## src/rtl/mips_ctrl_pkg.sv

```systemverilog
// Shared MIPS control constants: funct codes, the HI/LO commit code,
// operand width and the multiplier state encoding.
package mips_ctrl_pkg;
  localparam int WIDTH = 32;

  localparam logic [5:0] MULTU     = 6'b011001;
  localparam logic [5:0] MFHI      = 6'b010000;
  localparam logic [5:0] MFLO      = 6'b010010;
  localparam logic [5:0] AND       = 6'b100100;
  localparam logic [5:0] OR        = 6'b100101;
  localparam logic [5:0] ADD       = 6'b100000;
  localparam logic [5:0] SUB       = 6'b100010;
  localparam logic [5:0] SLT       = 6'b101010;
  localparam logic [5:0] SRL       = 6'b000010;
  localparam logic [5:0] OPEN_HILO = 6'b111111;

  typedef enum logic [1:0] {IDLE, RUN, DONE} state_t;
endpackage

```

## src/rtl/hilo_reg.sv

```systemverilog
// HI/LO result pair with write enable and the MFHI/MFLO read mux.
module hilo_reg
  import mips_ctrl_pkg::*;
#(
  parameter int W = 32
) (
  input  logic         i_clk,
  input  logic         i_rst_n,
  input  logic         i_we,
  input  logic [W-1:0] i_hi,
  input  logic [W-1:0] i_lo,
  input  logic [5:0]   i_sel,
  output logic [W-1:0] o_rd
);
  logic [W-1:0] r_hi, r_lo;

  always_ff @(posedge i_clk) begin
    if (!i_rst_n) begin
      r_hi <= '0;
      r_lo <= '0;
    end else if (i_we) begin
      r_hi <= i_hi;
      r_lo <= i_lo;
    end
  end

  always_comb begin
    o_rd = '0;
    if (i_sel == MFHI)      o_rd = r_hi;
    else if (i_sel == MFLO) o_rd = r_lo;
  end
endmodule

```

## src/rtl/multu_hilo_unit.sv

```systemverilog
// Sequential unsigned shift-add multiplier. One radix-2 step per MULTU edge;
// the OPEN_HILO edge performs the last step and commits the product to HI/LO.
module multu_hilo_unit
  import mips_ctrl_pkg::*;
(
  input  logic             clk,
  input  logic             reset,
  input  logic [5:0]       Signal,
  input  logic [WIDTH-1:0] dataA,
  input  logic [WIDTH-1:0] dataB,
  output logic [WIDTH-1:0] dataOut,
  output logic             busy,
  output logic             err
);
  localparam int SW = $clog2(WIDTH) + 1;

  state_t             r_state, w_state_nxt;
  logic [SW-1:0]      r_step, w_step_nxt;
  logic [WIDTH-1:0]   r_mcand, w_mcand_nxt, w_m;
  logic [2*WIDTH-1:0] r_prod, w_prod_nxt, w_p, w_p_step;
  logic [WIDTH:0]     w_sum;
  logic               r_err, w_err_nxt, w_we;
  logic               w_last;

  // In IDLE the first step works straight off the operand inputs.
  assign w_m = (r_state == IDLE) ? dataA : r_mcand;
  assign w_p = (r_state == IDLE) ? {{WIDTH{1'b0}}, dataB} : r_prod;

  // Carry out of the add lands in the top bit after the shift, so nothing is lost.
  always_comb begin
    w_sum    = {1'b0, w_p[2*WIDTH-1:WIDTH]} + {1'b0, (w_p[0] ? w_m : {WIDTH{1'b0}})};
    w_p_step = {w_sum, w_p[WIDTH-1:1]};
  end

  assign w_last = (r_step == SW'(WIDTH-1));

  always_comb begin
    w_state_nxt = r_state;
    w_step_nxt  = r_step;
    w_mcand_nxt = r_mcand;
    w_prod_nxt  = r_prod;
    w_err_nxt   = 1'b0;
    w_we        = 1'b0;
    case (r_state)
      IDLE: begin
        if (Signal == MULTU) begin
          w_mcand_nxt = dataA;
          w_prod_nxt  = w_p_step;
          w_step_nxt  = SW'(1);
          w_state_nxt = RUN;
        end else if (Signal == OPEN_HILO) begin
          w_err_nxt = 1'b1;
        end
      end
      RUN: begin
        if (Signal == MULTU) begin
          if (w_last) begin
            w_err_nxt   = 1'b1;
            w_state_nxt = IDLE;
          end else begin
            w_prod_nxt = w_p_step;
            w_step_nxt = r_step + SW'(1);
          end
        end else if (Signal == OPEN_HILO) begin
          if (w_last) begin
            w_we        = 1'b1;
            w_state_nxt = DONE;
          end else begin
            w_err_nxt   = 1'b1;
            w_state_nxt = IDLE;
          end
        end else begin
          w_state_nxt = IDLE;
        end
      end
      DONE: begin
        // The control unit may keep MULTU asserted; only a different code releases us.
        if (Signal != MULTU && Signal != OPEN_HILO) w_state_nxt = IDLE;
      end
      default: w_state_nxt = IDLE;
    endcase
  end

  always_ff @(posedge clk) begin
    if (!reset) begin
      r_state <= IDLE;
      r_step  <= '0;
      r_mcand <= '0;
      r_prod  <= '0;
      r_err   <= 1'b0;
    end else begin
      r_state <= w_state_nxt;
      r_step  <= w_step_nxt;
      r_mcand <= w_mcand_nxt;
      r_prod  <= w_prod_nxt;
      r_err   <= w_err_nxt;
    end
  end

  hilo_reg #(.W(WIDTH)) u_hilo (
    .i_clk   (clk),
    .i_rst_n (reset),
    .i_we    (w_we),
    .i_hi    (w_p_step[2*WIDTH-1:WIDTH]),
    .i_lo    (w_p_step[WIDTH-1:0]),
    .i_sel   (Signal),
    .o_rd    (dataOut)
  );

  assign busy = (r_state == RUN);
  assign err  = r_err;
endmodule

```

## config.mk

```make
export PLATFORM = sky130hd
export DESIGN_NAME = multu_hilo_unit
export DESIGN_NICKNAME = d
export VERILOG_FILES = /design/src/rtl/mips_ctrl_pkg.sv /design/src/rtl/hilo_reg.sv /design/src/rtl/multu_hilo_unit.sv
export SDC_FILE = /design/constraint.sdc
export NUM_CORES = 1
export LEC_CHECK = 0
export CAP_MARGIN = 20
export CORE_MARGIN = 8
export CORE_UTILIZATION = 45
export CTS_CLUSTER_SIZE = 10
export DETAILED_ROUTE_END_ITERATION = 8
export DONT_BUFFER_PORTS = 1
export GPL_TIMING_DRIVEN = 0
export PLACE_DENSITY_LB_ADDON = 0.25
export SETUP_SLACK_MARGIN = 0.4
export SLEW_MARGIN = 20
export SYNTH_ARGS = -nofsm -noshare
export SYNTH_HDL_FRONTEND = slang
export SYNTH_HIERARCHICAL = 1
export SYNTH_SLANG_ARGS = --single-unit
```

## constraint.sdc

```tcl
create_clock -name clk -period 5.25 [get_ports clk]
set_clock_uncertainty 0.05 [all_clocks]
set_input_delay 1.575 -clock clk [delete_from_list [all_inputs] [get_ports clk]]
set_output_delay 1.575 -clock clk [all_outputs]
set_load 0.01 [all_outputs]
```

Word-level counts from Yosys, hierarchy flattened --
Index checks and enable logic that the tools add are counted.
Word-level totals: bits of input ports 72, logic and storage cells 59, output and inout port bits 34, bits in registers 169
Cells by class: reduce and logical (&&, ||, !) cells 6, mux-type cells 30, eq/ne operators 14, add/subtract/negate cells 2
Operators by type and width (count):
- 64-bit 2-to-1 mux | 4
- 32-bit 2-to-1 mux | 4
- 64-bit case mux with 2 select lines | 1
- 32-bit by 32-bit adder with 33-bit output | 1
- 6-bit by 5-bit == test with 1-bit output (second input constant) | 4
- 6-bit 2-to-1 mux | 3
- 2-bit 2-to-1 mux | 6
- 6-bit case mux with 2 select lines | 1
- 1-bit 2-to-1 mux | 9
- 6-bit by 1-bit adder with 6-bit output (second input constant) | 1
- 6-bit == test (second input constant) | 1
- 6-bit by 5-bit inequality test with 1-bit output (second input constant) | 1
- 6-bit inequality test (second input constant) | 1
- 2-bit case mux with 3 select lines | 1
- 2-bit by 1-bit inequality test with 1-bit output (second input constant) | 2
- 2-bit inequality test (second input constant) | 2
- 4-bit AND reduction | 1
- 3-bit inequality test (second input constant) | 1
- 3-bit AND reduction | 1
- 2-bit by 1-bit == test with 1-bit output (second input constant) | 1
- 2-bit == test (second input constant) | 1
- 2-bit logical NOT | 1
- 1-bit case mux with 2 select lines | 1
- 2-bit AND reduction | 1
- 2 further kinds | 2

Depth between registers and ports, before layout --
Gate-level depths: netlist (run 1).
depth in word-level cells 7, gate-level depth with buffers 17, depth with buffers taken out 14

Cells and area by module --
Netlist (run 1), hierarchy kept.
By module, submodules not included:
- multu_hilo_unit | cells each 986, times used 1, area each 6734.0 sq um
- hilo_reg | cells each 282, times used 1, area each 3125.5 sq um

Worst setup path before layout (run 1) --
No wires, ideal clock.
path kind input-to-reg, start point input port dataB[0], end point register u_hilo.r_hi[31], stages 13, path slack 0.941 ns, arrival 4.143 ns, path buffers 1, setup time 0.116 ns, cells stage by stage mux2i_1 clkbuf_1 a21oi_1 ha_1 and2_1 a22o_1 o41a_1 a22o_1 o31ai_1 a21boi_1 or2_1 mux2i_1 nor2b_1
Between the ends: longest elaborated chain between the ends 3
Ends and longest elaborated chain:
- from (decl) | RTL line multu_hilo_unit.sv:10 | input logic [WIDTH-1:0] dataB,
- 64-bit 2-to-1 mux | RTL line multu_hilo_unit.sv:27 | assign w_p = (r_state == IDLE) ? {{WIDTH{1'b0}}, dataB} : r_prod;
- 32-bit 2-to-1 mux | RTL line multu_hilo_unit.sv:31 | w_sum = {1'b0, w_p[2*WIDTH-1:WIDTH]} + {1'b0, (w_p[0] ? w_m : {WIDTH{1'b0}})};
- 32-bit by 32-bit adder with 33-bit output | RTL line multu_hilo_unit.sv:31
- to (signal assigned) | RTL line hilo_reg.sv:22 | r_hi <= i_hi;
- to (decl) | RTL line hilo_reg.sv:15 | logic [W-1:0] r_hi, r_lo;
No other way between the ends. A chain may end at the register's enable or synchronous reset.

Worst setup path after layout (run 1) --
start point register r_state[1], end point register u_hilo.r_hi[23]
Between the ends: longest elaborated chain between the ends 4, elaborated cells between the ends (all ways) 7, classes of those cells add/sub: 1; eq/ne: 1; mux: 4; reduce/logical: 1
Ends and longest elaborated chain:
- from (decl) | RTL line multu_hilo_unit.sv:17 | state_t r_state, w_state_nxt;
- from (signal assigned) | RTL line multu_hilo_unit.sv:92 | r_state <= w_state_nxt;
- 2-bit logical NOT | RTL line multu_hilo_unit.sv:26, multu_hilo_unit.sv:27
- 32-bit 2-to-1 mux or 64-bit 2-to-1 mux (tied branches) | RTL line multu_hilo_unit.sv:26, multu_hilo_unit.sv:27
- 32-bit 2-to-1 mux | RTL line multu_hilo_unit.sv:31
- 32-bit by 32-bit adder with 33-bit output | RTL line multu_hilo_unit.sv:31
Several ways; a longest one is shown, not always the timed one.

==> results.txt, run 1 <==
- The congestion estimate from routability-driven global placement came to 0.9111.
- Average routed wire per standard cell: approximately 18 µm
* Area growth from synthesis to layout: 9.746%
- Net total in the final layout: ~1.4k
* Leakage power: approximately 4.0 nW
* Number of buffers and inverters on the critical path: 3
* Synthesized netlist net count: 1,374
- Walking the worst path, the cells encountered are or2_2 > clkbuf_1 > clkbuf_2 > clkbuf_1 > and2_1 > ha_1 > fa_1 > a211oi_1 > o211ai_1 > nand2_1 > a21oi_1 > a221o_1 > xor2_1 > mux2i_1 > nor2b_1.
* Initial Util: 45.46%
* Data arrival at the endpoint of the critical path: roughly 5.0 ns
- After detailed routing, the number of remaining DRC violations is 0.
* Post-synth EDFFs: 0
- In this run the power density over the cells is roughly 260 nW/µm².
* Worst path slowest cell: sky130_fd_sc_hd__clkbuf_1
- The cell family contributing the most delay on the critical path is buffers and inverters.
- Dividing the synthesized area by the synthesized cell count gives 7.776 µm².
- Detailed-routing iteration count for the pre-antenna-repair pass: 5
* Number of buffers on the longest clock path: 2
* Number of routed nets with antenna violations: 0
- Sequential cell area in the final layout: about 3400 µm²
- Inserted Diodes: 0
- Max-cap violations in this run came to 0.
- Worst vdd ir: between 0.0001 and 0.00015 V
- The die is ~160 µm wide.
- Clock-pin slew was measured on the worst setup and hold paths at 0.07 ns.
- Instance count of the mapped netlist: around 1.3k
* Worst slew pin tran: between 0.8 and 0.9 ns
* Wire length of the first global-routing pass: approximately 44,000 µm
* Setup CP Type: reg2reg
- In the final layout, the share of cells above drive strength 1 is 8.077%.
- Type of the worst min-delay path: reg2reg
- Of the synthesized area, sequential elements account for ~34%.
- Summed over all nets, the half-perimeter wirelength after detailed placement is roughly 21,000 µm.
- Measured along the y axis, the die boundary spans between 150 and 200 µm.
- For this run, the leading register cell type out of synthesis is sky130_fd_sc_hd__dfxtp_1.
- Global routing used a little over a fifth of the available tracks across all layers.
- Initial antenna violation count: 0
- CTS sink cnt: approximately 170
- In this design, the stage delay of the slowest critical-path cell is ~0.56 ns.
- The detailed router finished its first iteration with roughly 660 violations.
- Clock tree synthesis inserted a total of 17 buffers.
- Warnings, synthesis: 6
- The final number of max-transition violations was 0.
- The design draws roughly 2.8 mW.
- Fin area: approximately 11,000 µm²
- Buffers placed on the I/O ports in this run total 0.
- The floorplan step defined a die boundary enclosing approximately 27,000 µm².
- The core region is 21,690 µm².
- Multi-input combinational cell area: slightly above 6000 µm²
* Finish-stage setup viols: 0
- H-tree lvl count: 4
- Grt ovf: 0
- Post-layout utilization of the core: ~50%
- Aggregate routed wire length: approximately 28,000 µm
- The via count of the first global-routing pass was about 8.3k.
* Post-synthesis cell type with the largest combined area: sky130_fd_sc_hd__dfxtp_1
* Run status: finished clean
- Relative slew margins: roughly 43%
* Kind of capture point of the worst setup path: flip-flop
* Final count of hold timing violations: 0
- The filler cells instantiated in the layout total between 2k and 2.5k.
* Total I/O pin count: between 100 and 150
- Synthesized flop and latch total: between 150 and 200
- The top cell type by area accounts for between 30% and 40% of the synthesized area.
* RSZ-0062 raised after global routing: true
- The later pin in the worst-skew pair is clocked with a latency of 0.45 ns.
- STA classifies the critical path startpoint as a flip-flop.
- Hold timing on the final database bottoms out at a slack of around 0.4 ns.
- The tree is rooted in a sky130_fd_sc_hd__clkbuf_16.
- The worst path needs 4.695 ns of the cycle, external delays included.
- Based on the critical path, the design can be clocked at up to between 200 and 250 MHz.
- Final TNS setup: 0 ns
- Maximum number of pins on one net before global-route repair: 17
- Placement Rows: 54
* Post-synthesis instance area: between 9000 and 10,000 µm²
- Maximum fanout along the worst path: 10
- Via count: a little under 9k
- Area contributors post-synth: sky130_fd_sc_hd__dfxtp_1 (34%), sky130_fd_sc_hd__nand2_1 (14%), sky130_fd_sc_hd__mux2i_1 (9.9%)
- Hold repair after CTS inserted 0 buffers.
- Instance area after placement: ~10,000 µm²
- TritonCTS clock tree: yes
- The most numerous cell type found on the critical path is sky130_fd_sc_hd__clkbuf_1.
* Number of library cell types mapped by synthesis: 77
- For the worst setup path, the data required time is between 5 and 6 ns.
* Final period util: approximately 90%
- In the synthesized netlist the async set-or-reset flop fraction comes to 0%.
- Via density per instance: between 5 and 6
==> worst min-delay path, delay by kind of cell (launching register included) <==
kind	cells	cell delay [ns]
flops	1	0.30
simple gates	1	0.05
compound gates	1	0.05
==> routing by layer <==
metal	global-route usage [%]	vias up	wire, µm
met5	0	-	0
met4	6.570	0	605
met3	4.035	38	1466
met2	35.20	206	13560
met1	26.56	4084	12450
li1	-	4364	-
==> worst paths after layout <==
| kind | to | slack [ns] | cells after the start | from |
|---|---|---|---|---|
| hold / removal | r_prod[39] | 0.40 | 2 | r_prod[39] |
| setup reg to reg | u_hilo/r_hi[23] | 0.55 | 15 | r_state[1] |
| setup / recovery | u_hilo/r_hi[23] | 0.55 | 15 | r_state[1] |
| hold reg to reg | r_prod[39] | 0.40 | 2 | r_prod[39] |
==> synthesized netlist by cell type, types with 10 or more instances <==
cell,number
sky130_fd_sc_hd__buf_2,24
sky130_fd_sc_hd__o21ai_0,24
sky130_fd_sc_hd__a21o_1,10
sky130_fd_sc_hd__clkbuf_1,50
sky130_fd_sc_hd__and2_1,40
sky130_fd_sc_hd__mux2i_1,98
sky130_fd_sc_hd__nor2_1,29
sky130_fd_sc_hd__nand2_1,355
sky130_fd_sc_hd__ha_1,33
sky130_fd_sc_hd__xor2_1,10
sky130_fd_sc_hd__xnor2_1,18
sky130_fd_sc_hd__nand3_1,14
sky130_fd_sc_hd__nor3_2,30
sky130_fd_sc_hd__nor2b_1,67
sky130_fd_sc_hd__dfxtp_1,169
sky130_fd_sc_hd__a21oi_1,144
==> layout by cell type, fill, tap and decap left out, types with 29 or more instances in the layout <==
| cell type | instances |
|---|---|
| sky130_fd_sc_hd__nor2b_1 | 67 |
| sky130_fd_sc_hd__a21oi_1 | 144 |
| sky130_fd_sc_hd__nor2_1 | 29 |
| sky130_fd_sc_hd__and2_1 | 40 |
| sky130_fd_sc_hd__mux2i_1 | 97 |
| sky130_fd_sc_hd__dfxtp_1 | 169 |
| sky130_fd_sc_hd__ha_1 | 33 |
| sky130_fd_sc_hd__nor3_2 | 30 |
| sky130_fd_sc_hd__clkbuf_1 | 49 |
| sky130_fd_sc_hd__nand2_1 | 355 |
==> report_power, final <==
part | switching [mW] | internal [mW]
Combinational | 0.122 | 0.0582
Clock | 0.575 | 0.727
Sequential | 0.00253 | 1.29
==> final cells by class <==
cell class / count / share of cell area [%]
well taps: 280 / 3.238
flip-flops and latches: 169 / 31.27
multi-input cells: 1002 / 55.77
clock inverters: 14 / 1.480
clock buffers: 18 / 4.059
plain buffers: 88 / 3.874
inverters: 9 / 0.3122
==> repair_timing <==
action,in CTS,in global routing
setup endpoints to repair,0,21
resized for setup,0,4
buffers inserted,0,0
==> per-stage QoR <==
| stage | setup slack, ns | instances |
|---|---|---|
| 5_1_grt | 0.3853 | 1580 |
| 4_1_cts | 0.4321 | 1580 |
| 3_5_place_dp | 0.1731 | 1548 |
| 6_report | 0.5549 | 1580 |
| 3_3_place_gp | 0.1534 | 1548 |
| 2_1_floorplan | 0.9408 | 1268 |
==> cell families after synthesis <==
kind of cell / count (synthesis) / synth area share (%)
and+or+nand+nor: 593 / 29.15
AOI/OAI and AO/OA: 248 / 15.01
DFF: 169 / 34.31
muxes: 99 / 10.06
buffers and inverters: 97 / 4.581
adders and majority gates: 34 / 4.391
xor gates and xnor gates: 28 / 2.487
==> state kept, by name, indices dropped and copies added, names as in the netlist <==
register / count
r_step: 6
u_hilo/r_lo: 32
u_hilo/r_hi: 32
r_prod: 64
r_state: 2
r_mcand: 32
err: 1
No activity file was read; power rests on OpenSTA's default activity.
==> run 2: changes to the inputs <==
--- a/config.mk
+++ b/config.mk
@@ -6,6 +6,7 @@
 export NUM_CORES = 1
 export LEC_CHECK = 0
 export CAP_MARGIN = 20
+export CORE_ASPECT_RATIO = 1.75
 export CORE_MARGIN = 8
 export CORE_UTILIZATION = 45
 export CTS_CLUSTER_SIZE = 10
@@ -13,7 +14,9 @@
 export DONT_BUFFER_PORTS = 1
 export GPL_TIMING_DRIVEN = 0
 export PLACE_DENSITY_LB_ADDON = 0.25
+export RECOVER_POWER = 25
 export SETUP_SLACK_MARGIN = 0.4
+export SKIP_CTS_REPAIR_TIMING = 1
 export SLEW_MARGIN = 20
 export SYNTH_ARGS = -nofsm -noshare
 export SYNTH_HDL_FRONTEND = slang
==> run 2 against run 1 <==
Fmax fell by 0.68%. Global-route usage grew 0.91 points. Largest power group unchanged. Largest cell class unchanged. Die area increased by 0.69%. Via count up 1.4%. Hold slack about the same. Power rose by 0.18%. Combinational power grew 3%. Sequential power about the same.
==> results.txt, run 2 (synthesis results as in run 1) <==
* Die width: 127.9 µm (was 164.0 µm)
- Launch instance of the worst register-to-register path: r_state[1] (unchanged)
- The final number of max-transition violations is 0 (unchanged).
- The insertion delay to the later sink of the worst-skew pair is 0.44 ns (was 0.45 ns).
- Number of cells traversed by the worst register-to-register path: 15 (unchanged)
- Final Hold Slack: 0.4005 ns (was 0.4004 ns)
* Number of flip-flops in the largest register: 64 (unchanged)
* Leakage power: 3.982 nW (was 4.026 nW)
- Commonest cells after routing, fill and taps aside: sky130_fd_sc_hd__nand2_1 (355), sky130_fd_sc_hd__dfxtp_1 (169), sky130_fd_sc_hd__a21oi_1 (144) (unchanged).
* Data arrival at the endpoint of the critical path: 5.06 ns (was 5.03 ns)
- Part of the total power dissipated in combinational logic: 6.7% (was 6.5%)
- The depth of the worst hold-timing path is 2 (unchanged).
- First DRT Iteration DRCs: 508 (was 659)
* Run status: finished clean (unchanged)
* Vias in the first global route: 8,577 (was 8,276)
* Net switching share of the total power: 25.37% (was 25.25%)
- The slew at the pin closest to its max-slew limit came to 0.7531 ns (was 0.8507 ns).
- The category of the critical setup timing path was in2reg (was reg2reg).
- Initial Util: 45.86% (was 45.46%)
- Average routed wire per standard cell: 18.58 µm (was 17.77 µm)
- Relative slew margins: 49.79% (was 43.29%)
- Finish-stage setup viols: 0 (unchanged)
- The power dissipated by switching net loads is 0.7042 mW (was 0.6997 mW).
- Max-cap violation count: 0 (unchanged)
- The proportion of power drawn by the clock network came to 46.9% (was 47.0%).
- Worst vdd ir: 0.0002115 V (was 0.0001436 V)
* Pre-CTS setup slack: 0.008932 ns (was 0.1731 ns)
* CTS sink cnt: 169 (unchanged)
- Total I/O pin count: 106 (unchanged)
* Via density per instance: 5.534 (was 5.501)
* Setup slack on the worst flop-to-flop path: 0.53 ns (was 0.55 ns)
- The area overhead of the layout relative to synthesis was 9.772% (was 9.746%).
- Type of the worst min-delay path: reg2reg (unchanged)
* Most frequent standard cell in the layout excluding fill and tap cells: sky130_fd_sc_hd__nand2_1 (unchanged)
- Maximum number of pins on one net before global-route repair: 17 (unchanged)
- The register with the most flip-flops is r_prod (unchanged).
* Root Driver: sky130_fd_sc_hd__clkbuf_16 (unchanged)
- The share of post-route cells with drive strength above 1 came to 7.308% (was 8.077%).
- Highest attainable clock frequency: 211.6 MHz (was 213.0 MHz)
- Standard cell core area: 21,500 µm² (was 21,690 µm²)
- Post-layout minimum cycle time: 4.727 ns (was 4.695 ns)
* Vert. Die Dim: 211.8 µm (was 164.0 µm)
- Inserted Diodes: 0 (unchanged)
* Power share of the sequential group: 46.4% (was 46.5%)
- Kind of capture point of the worst setup path: flip-flop (unchanged)
- The number of core rows was 71 (was 54).
- The first-pass GRT wire length came to 45,330 µm (was 44,200 µm).
* Final TNS setup: 0 ns (unchanged)
- The final worst-path cycle share came to 90.04% (was 89.43%).
- Overall track demand over capacity in global routing: 21.83% (was 20.92%)
- The number of detailed-route iterations in the first pass came to 5 (unchanged).
- The DRC violation count after routing is 0 (unchanged).
* Clock transition time at the flip-flop clock pins of the worst setup and hold paths: 0.07 ns (about the same)
* Data required time at the worst endpoint: 5.58 ns (about the same)
- The worst-case setup margin in the final layout came to 0.5230 ns (was 0.5549 ns).
* Number of routed nets with antenna violations: 0 (unchanged)
* H-tree lvl count: 4 (unchanged)
* Cts bufs inserted: 17 (unchanged)
- Worst hold start: r_prod[34] (was r_prod[39])
- The area enclosed by the die boundary is 27,090 µm² (was 26,900 µm²).
- Port-buffer cells: 0 (unchanged)
* Kind of start point of the critical path: input pin (was flip-flop)
- Net total in the final layout: 1,393 (unchanged)
- Power per cell area: 256.5 nW/µm² (was 256.1 nW/µm²)
- The total via count in the routed design is 8,810 (was 8,692).
* Initial antenna violation count: 0 (unchanged)
* Weighted congestion reported at the end of routability-driven placement: 0.9320 (was 0.9111)
* TritonCTS clock tree: yes (unchanged)
- Endpoint with the worst hold slack: r_prod[34] (was r_prod[39])
- The endpoint of the worst-slack reg-to-reg timing path was u_hilo/r_hi[23] (unchanged).
- RSZ-0062 raised after global routing: false (was true)
- Final count of hold timing violations: 0 (unchanged)
- The final-layout fill cell count came to 2,160 (was 2,147).
- Aggregate routed wire length: 29,580 µm (was 28,080 µm)
- Half-perimeter wire length of the detailed placement result: 22,940 µm (was 21,380 µm)
- Maximum fanout along the worst path: 10 (unchanged)
- Grt ovf: 0 (unchanged)
- The internal power contribution is 2.072 mW (was 2.071 mW).
- The number of buffers on the longest clock path was 2 (unchanged).
run 2: cell types whose count changed in the layout (fill, tap and decap cells not counted), sizes merged:
cell      change
buf           -8
clkinvlp      +2
inv           -2
clkbuf        +9
clkinv        -1
run 2: worst max-delay path by stage:
stage | startpoint | to | cells after the start
detailed placement | dataB[0] | u_hilo/r_hi[23] | 12
global route | r_state[1] | u_hilo/r_hi[24] | 15
CTS | r_state[1] | u_hilo/r_hi[23] | 15
finish | dataB[0] | u_hilo/r_hi[23] | 12
floorplan | dataB[0] | u_hilo/r_hi[31] | 13
global placement | dataB[0] | u_hilo/r_hi[23] | 12
run 2: per-layer routing:
layer / track usage [%] / wire length (µm) / up-vias
met5: 0 / 0 / -
met4: 16.12 / 1959 / 0
met3: 4.384 / 1299 / 80
met2: 40.01 / 15620 / 228
met1: 21.12 / 10700 / 4134
li1: - / - / 4368
run 2: metrics by stage:
step                      util (%)  instance area, µm²  power, mW  cells
final                        50.34               10820      2.776   1592
after global routing         50.34               10820      2.864   1592
after CTS                    50.38               10830      2.800   1592
after detailed placement     47.56               10220      1.504   1560
after global placement       47.56               10220      1.502   1560
after floorplan                  -                9859      1.447   1268
run 2: power groups by stage:
| stage | combinational [mW] | clock (mW) | sequential, mW |
|---|---|---|---|
| 2_1_floorplan | 0.129 | 0 | 1.32 |
| 3_3_place_gp | 0.183 | 0 | 1.32 |
| 3_5_place_dp | 0.185 | 0 | 1.32 |
| 4_1_cts | 0.186 | 1.33 | 1.29 |
| 5_1_grt | 0.200 | 1.37 | 1.29 |
| 6_report | 0.186 | 1.30 | 1.29 |
run 2: area by class of cell:
cell class	count	area [µm²]	area share, %
clock buffer	19	442.9	4.092
tap	292	365.4	3.376
sequential	169	3383	31.26
multi-input combinational	1002	6025	55.66
buffer	88	410.4	3.792
inverter	9	33.78	0.3121
clock inverter	13	162.7	1.503
run 2: critical path, cell delays in order:
cell and delay [ns]:
sky130_fd_sc_hd__mux2i_2 0.42, sky130_fd_sc_hd__clkbuf_1 0.40, sky130_fd_sc_hd__a21oi_1 0.17, sky130_fd_sc_hd__ha_1 0.43, sky130_fd_sc_hd__a21oi_1 0.10, sky130_fd_sc_hd__o21ai_0 0.39, sky130_fd_sc_hd__nor2_1 0.13, sky130_fd_sc_hd__a21oi_1 0.42
sky130_fd_sc_hd__a221o_1 0.31, sky130_fd_sc_hd__xor2_1 0.43, sky130_fd_sc_hd__mux2i_1 0.14, sky130_fd_sc_hd__nor2b_1 0.13
==> run 3: changes to the inputs <==
==> constraint.sdc (replaced) <==
create_clock -name clk -period 5.25 [get_ports clk]
set_clock_uncertainty 0.05 [all_clocks]
set_input_delay 0.525 -clock clk [delete_from_list [all_inputs] [get_ports clk]]
set_output_delay 0.525 -clock clk [all_outputs]
set_load 0.01 [all_outputs]
==> run 3 against run 2 <==
Fmax increased by 1.5%. Register-to-register slack improved by 0.06 ns. First-iteration DRC count increased by 0.79%. Global-route usage unchanged. Sequential cell count unchanged. Largest cell class unchanged. Largest power group unchanged.
==> results.txt, run 3 (synthesis results as in run 1) <==
- Worst slew pin tran: 0.7243 ns (was 0.7531 ns)
- The filler-free cell count of the finished design came to 1,592 (unchanged).
- Sequential cell area in the final layout: 3383 µm² (unchanged)
- The total via count in the routed design is 8,858 (was 8,810).
* Maximum number of pins on one net before global-route repair: 17 (unchanged)
- Multi-input combinational cell area: 5869 µm² (was 6025 µm²)
- TritonCTS clock tree: yes (unchanged)
* Root Driver: sky130_fd_sc_hd__clkbuf_16 (unchanged)
* Launch instance of the worst register-to-register path: r_state[1] (unchanged)
- RSZ-0062 raised after global routing: false (unchanged)
- Finish-stage setup viols: 0 (unchanged)
* Run status: finished clean (unchanged)
- Post-layout minimum cycle time: 4.659 ns (was 4.727 ns)
- Switching power summed over all nets: 0.7023 mW (was 0.7042 mW)
* Placement Rows: 71 (unchanged)
- Share of post-route cells with drive strength above 1: 5.308% (was 7.308%)
- The final worst-path cycle share was 88.74% (was 90.04%).
- Weighted congestion reported at the end of routability-driven placement: 0.9320 (unchanged)
* Initial antenna violation count: 0 (unchanged)
- Final count of hold timing violations: 0 (unchanged)
* Standard cell core area: 21,500 µm² (unchanged)
- Data required time at the worst endpoint: 5.58 ns (about the same)
* Worst path slowest cell: sky130_fd_sc_hd__dfxtp_1 (was sky130_fd_sc_hd__ha_1)
- The net switching fraction of the power was 25.32% (was 25.37%).
- The area enclosed by the die boundary is 27,090 µm² (unchanged).
- The antenna violation net count after detailed routing was 0 (unchanged).
* Aggregate routed wire length: 29,630 µm (was 29,580 µm)
- Part of the total power dissipated in combinational logic: 6.6% (was 6.7%)
- Final slew viol count: 0 (unchanged)
- Most frequent standard cell in the layout excluding fill and tap cells: sky130_fd_sc_hd__nand2_1 (unchanged)
* Cells along the critical path: or2_2 > clkbuf_1 > clkbuf_2 > buf_1 > nand2_1 > a21oi_1 > ha_1 > a21oi_1 > o21ai_0 > nor2_1 > a21oi_1 > a221o_1 > xor2_1 > mux2i_1 > nor2b_1 (was mux2i_2 > clkbuf_1 > a21oi_1 > ha_1 > a21oi_1 > o21ai_0 > nor2_1 > a21oi_1 > a221o_1 > xor2_1 > mux2i_1 > nor2b_1)
- Internal power summed over all cells: 2.071 mW (was 2.072 mW)
* H-tree lvl count: 4 (unchanged)
- The depth of the worst hold-timing path was 2 (unchanged).
- Setup crit start: r_state[1] (was dataB[0])
- Port-buffer cells: 0 (unchanged)
- Max-cap violation count: 0 (unchanged)
* Relative contribution of the clock network to total power: 46.9% (about the same)
* Worst vdd ir: 0.0002039 V (was 0.0002115 V)
- The total negative slack for setup checks was 0 ns (unchanged).
- The highest achievable clock rate was 214.7 MHz (was 211.6 MHz).
* Commonest cells after routing, fill and taps aside: sky130_fd_sc_hd__nand2_1 (355), sky130_fd_sc_hd__dfxtp_1 (169), sky130_fd_sc_hd__a21oi_1 (144) (unchanged)
- The first-pass GRT wire length came to 45,330 µm (unchanged).
- Average routed wire per standard cell: 18.61 µm (was 18.58 µm)
- The register with the most flip-flops is r_prod (unchanged).
- Terminus of the critical flop-to-flop path: u_hilo/r_hi[23] (unchanged)
- The DRC violation count after routing came to 0 (unchanged).
- The placement-stage worst setup slack was 0.4349 ns (was 0.008932 ns).
- The sink count of the clock tree was 169 (unchanged).
- The largest driver fanout on the critical path came to 10 (unchanged).
- The starting density of the core came to 45.86% (unchanged).
- Half-perimeter wire length of the detailed placement result: 22,940 µm (unchanged)
- Detailed-routing iteration count for the pre-antenna-repair pass: 8 (was 5)
* Setup CP Type: reg2reg (was in2reg)
- CP dominant cell by count: sky130_fd_sc_hd__a21oi_1 (unchanged)
- Worst hold start: dataA[13] (was r_prod[34])
* Delay of the slowest critical-path stage: 0.47 ns (was 0.43 ns)
- Kind of capture point of the worst setup path: flip-flop (unchanged)
* Type of the worst min-delay path: in2reg (was reg2reg)
* Number of buffers on the longest clock path: 2 (unchanged)
* Via density per instance: 5.564 (was 5.534)
- Power share of the sequential group: 46.5% (was 46.4%)
- The arrival time of data at the critical path endpoint came to 4.99 ns (was 5.06 ns).
- Vert. Die Dim: 211.8 µm (unchanged)
- The reported leakage power is 4.000 nW (was 3.982 nW).
- The final-stage net count is 1,393 (unchanged).
- Source-to-sink clock delay at the later pin of the worst-skew pair: 0.44 ns (about the same)
- The final-layout fill cell count is 2,179 (was 2,160).
- Kind of start point of the critical path: flip-flop (was input pin)
- The floorplan die width was 127.9 µm (unchanged).
* Number of cells traversed by the worst register-to-register path: 15 (unchanged)
- Number of flip-flops in the largest register: 64 (unchanged)
- The capture endpoint of the worst hold path is r_mcand[13] (was r_prod[34]).
- The clock-pin slew on the worst setup and hold paths came to 0.07 ns (about the same).
* Power per cell area: 260.0 nW/µm² (was 256.5 nW/µm²)
* Inserted Diodes: 0 (unchanged)
- Final WS setup: 0.5912 ns (was 0.5230 ns)
* Total I/O pin count: 106 (unchanged)
- Grt ovf: 0 (unchanged)
- Vias in the first global route: 8,577 (unchanged)
* Cts bufs inserted: 17 (unchanged)
- Placed insts: 1,560 (unchanged)
- Relative slew margins: 50.33% (was 49.79%)
- Area growth from synthesis to layout: 8.198% (was 9.772%)
- Overall track demand over capacity in global routing: 21.83% (unchanged)
* Setup slack on the worst flop-to-flop path: 0.59 ns (was 0.53 ns)
* First DRT Iteration DRCs: 512 (was 508)
## run 3: power groups by stage
| stage | logic, mW | clock network [mW] | registers [mW] |
|---|---|---|---|
| floorplan | 0.129 | 0 | 1.32 |
| global route | 0.197 | 1.37 | 1.29 |
| global placement | 0.183 | 0 | 1.32 |
| CTS | 0.186 | 1.33 | 1.29 |
| detailed placement | 0.185 | 0 | 1.32 |
| finish | 0.183 | 1.30 | 1.29 |
## run 3: through the flow
step	instance area, µm²	hold slack, ns	power, mW	util, %
detailed placement	10220	0.3960	1.504	47.56
CTS	10830	0.1421	2.800	50.38
global placement	10220	0.3875	1.502	47.56
global route	10670	0.1494	2.860	49.62
floorplan	9859	0.3817	1.447	-
finish	10670	0.1646	2.773	49.62
## run 3: area by class of cell
cell class                      instances  area share, %
Tap cell                              292          3.425
Clock inverter                         13          1.525
Multi-Input combinational cell       1002          55.02
Clock buffer                           19          4.152
Inverter                                9         0.3167
Buffer                                 88          3.847
Sequential cell                       169          31.71
## run 3: critical path, delay by kind of cell (launching register included)
kind,cells,cell delay [ns]
multiplexers,1,0.14
flip-flops,1,0.47
AO/OA/AOI/OAI,5,1.55
adder cells (fa/ha/maj),1,0.29
AND/OR/NAND/NOR,4,0.51
XOR/XNOR,1,0.39
buffers and inverters,3,1.20
## run 3: how the worst max path moves through the flow
stage | end | slack [ns]
after floorplan | u_hilo/r_hi[31] | 1.70
after global placement | u_hilo/r_hi[23] | 0.48
after detailed placement | u_hilo/r_hi[23] | 0.43
after CTS | u_hilo/r_hi[23] | 0.38
after global routing | u_hilo/r_hi[24] | 0.43
final | u_hilo/r_hi[23] | 0.59
## run 3: metal layers
| layer | global-route usage, % | share of wire [%] | vias up |
|---|---|---|---|
| li1 | - | - | 4367 |
| met1 | 21.12 | 35 | 4157 |
| met2 | 40.01 | 53 | 245 |
| met3 | 4.384 | 4.8 | 89 |
| met4 | 16.12 | 6.5 | 0 |
| met5 | 0 | 0 | - |
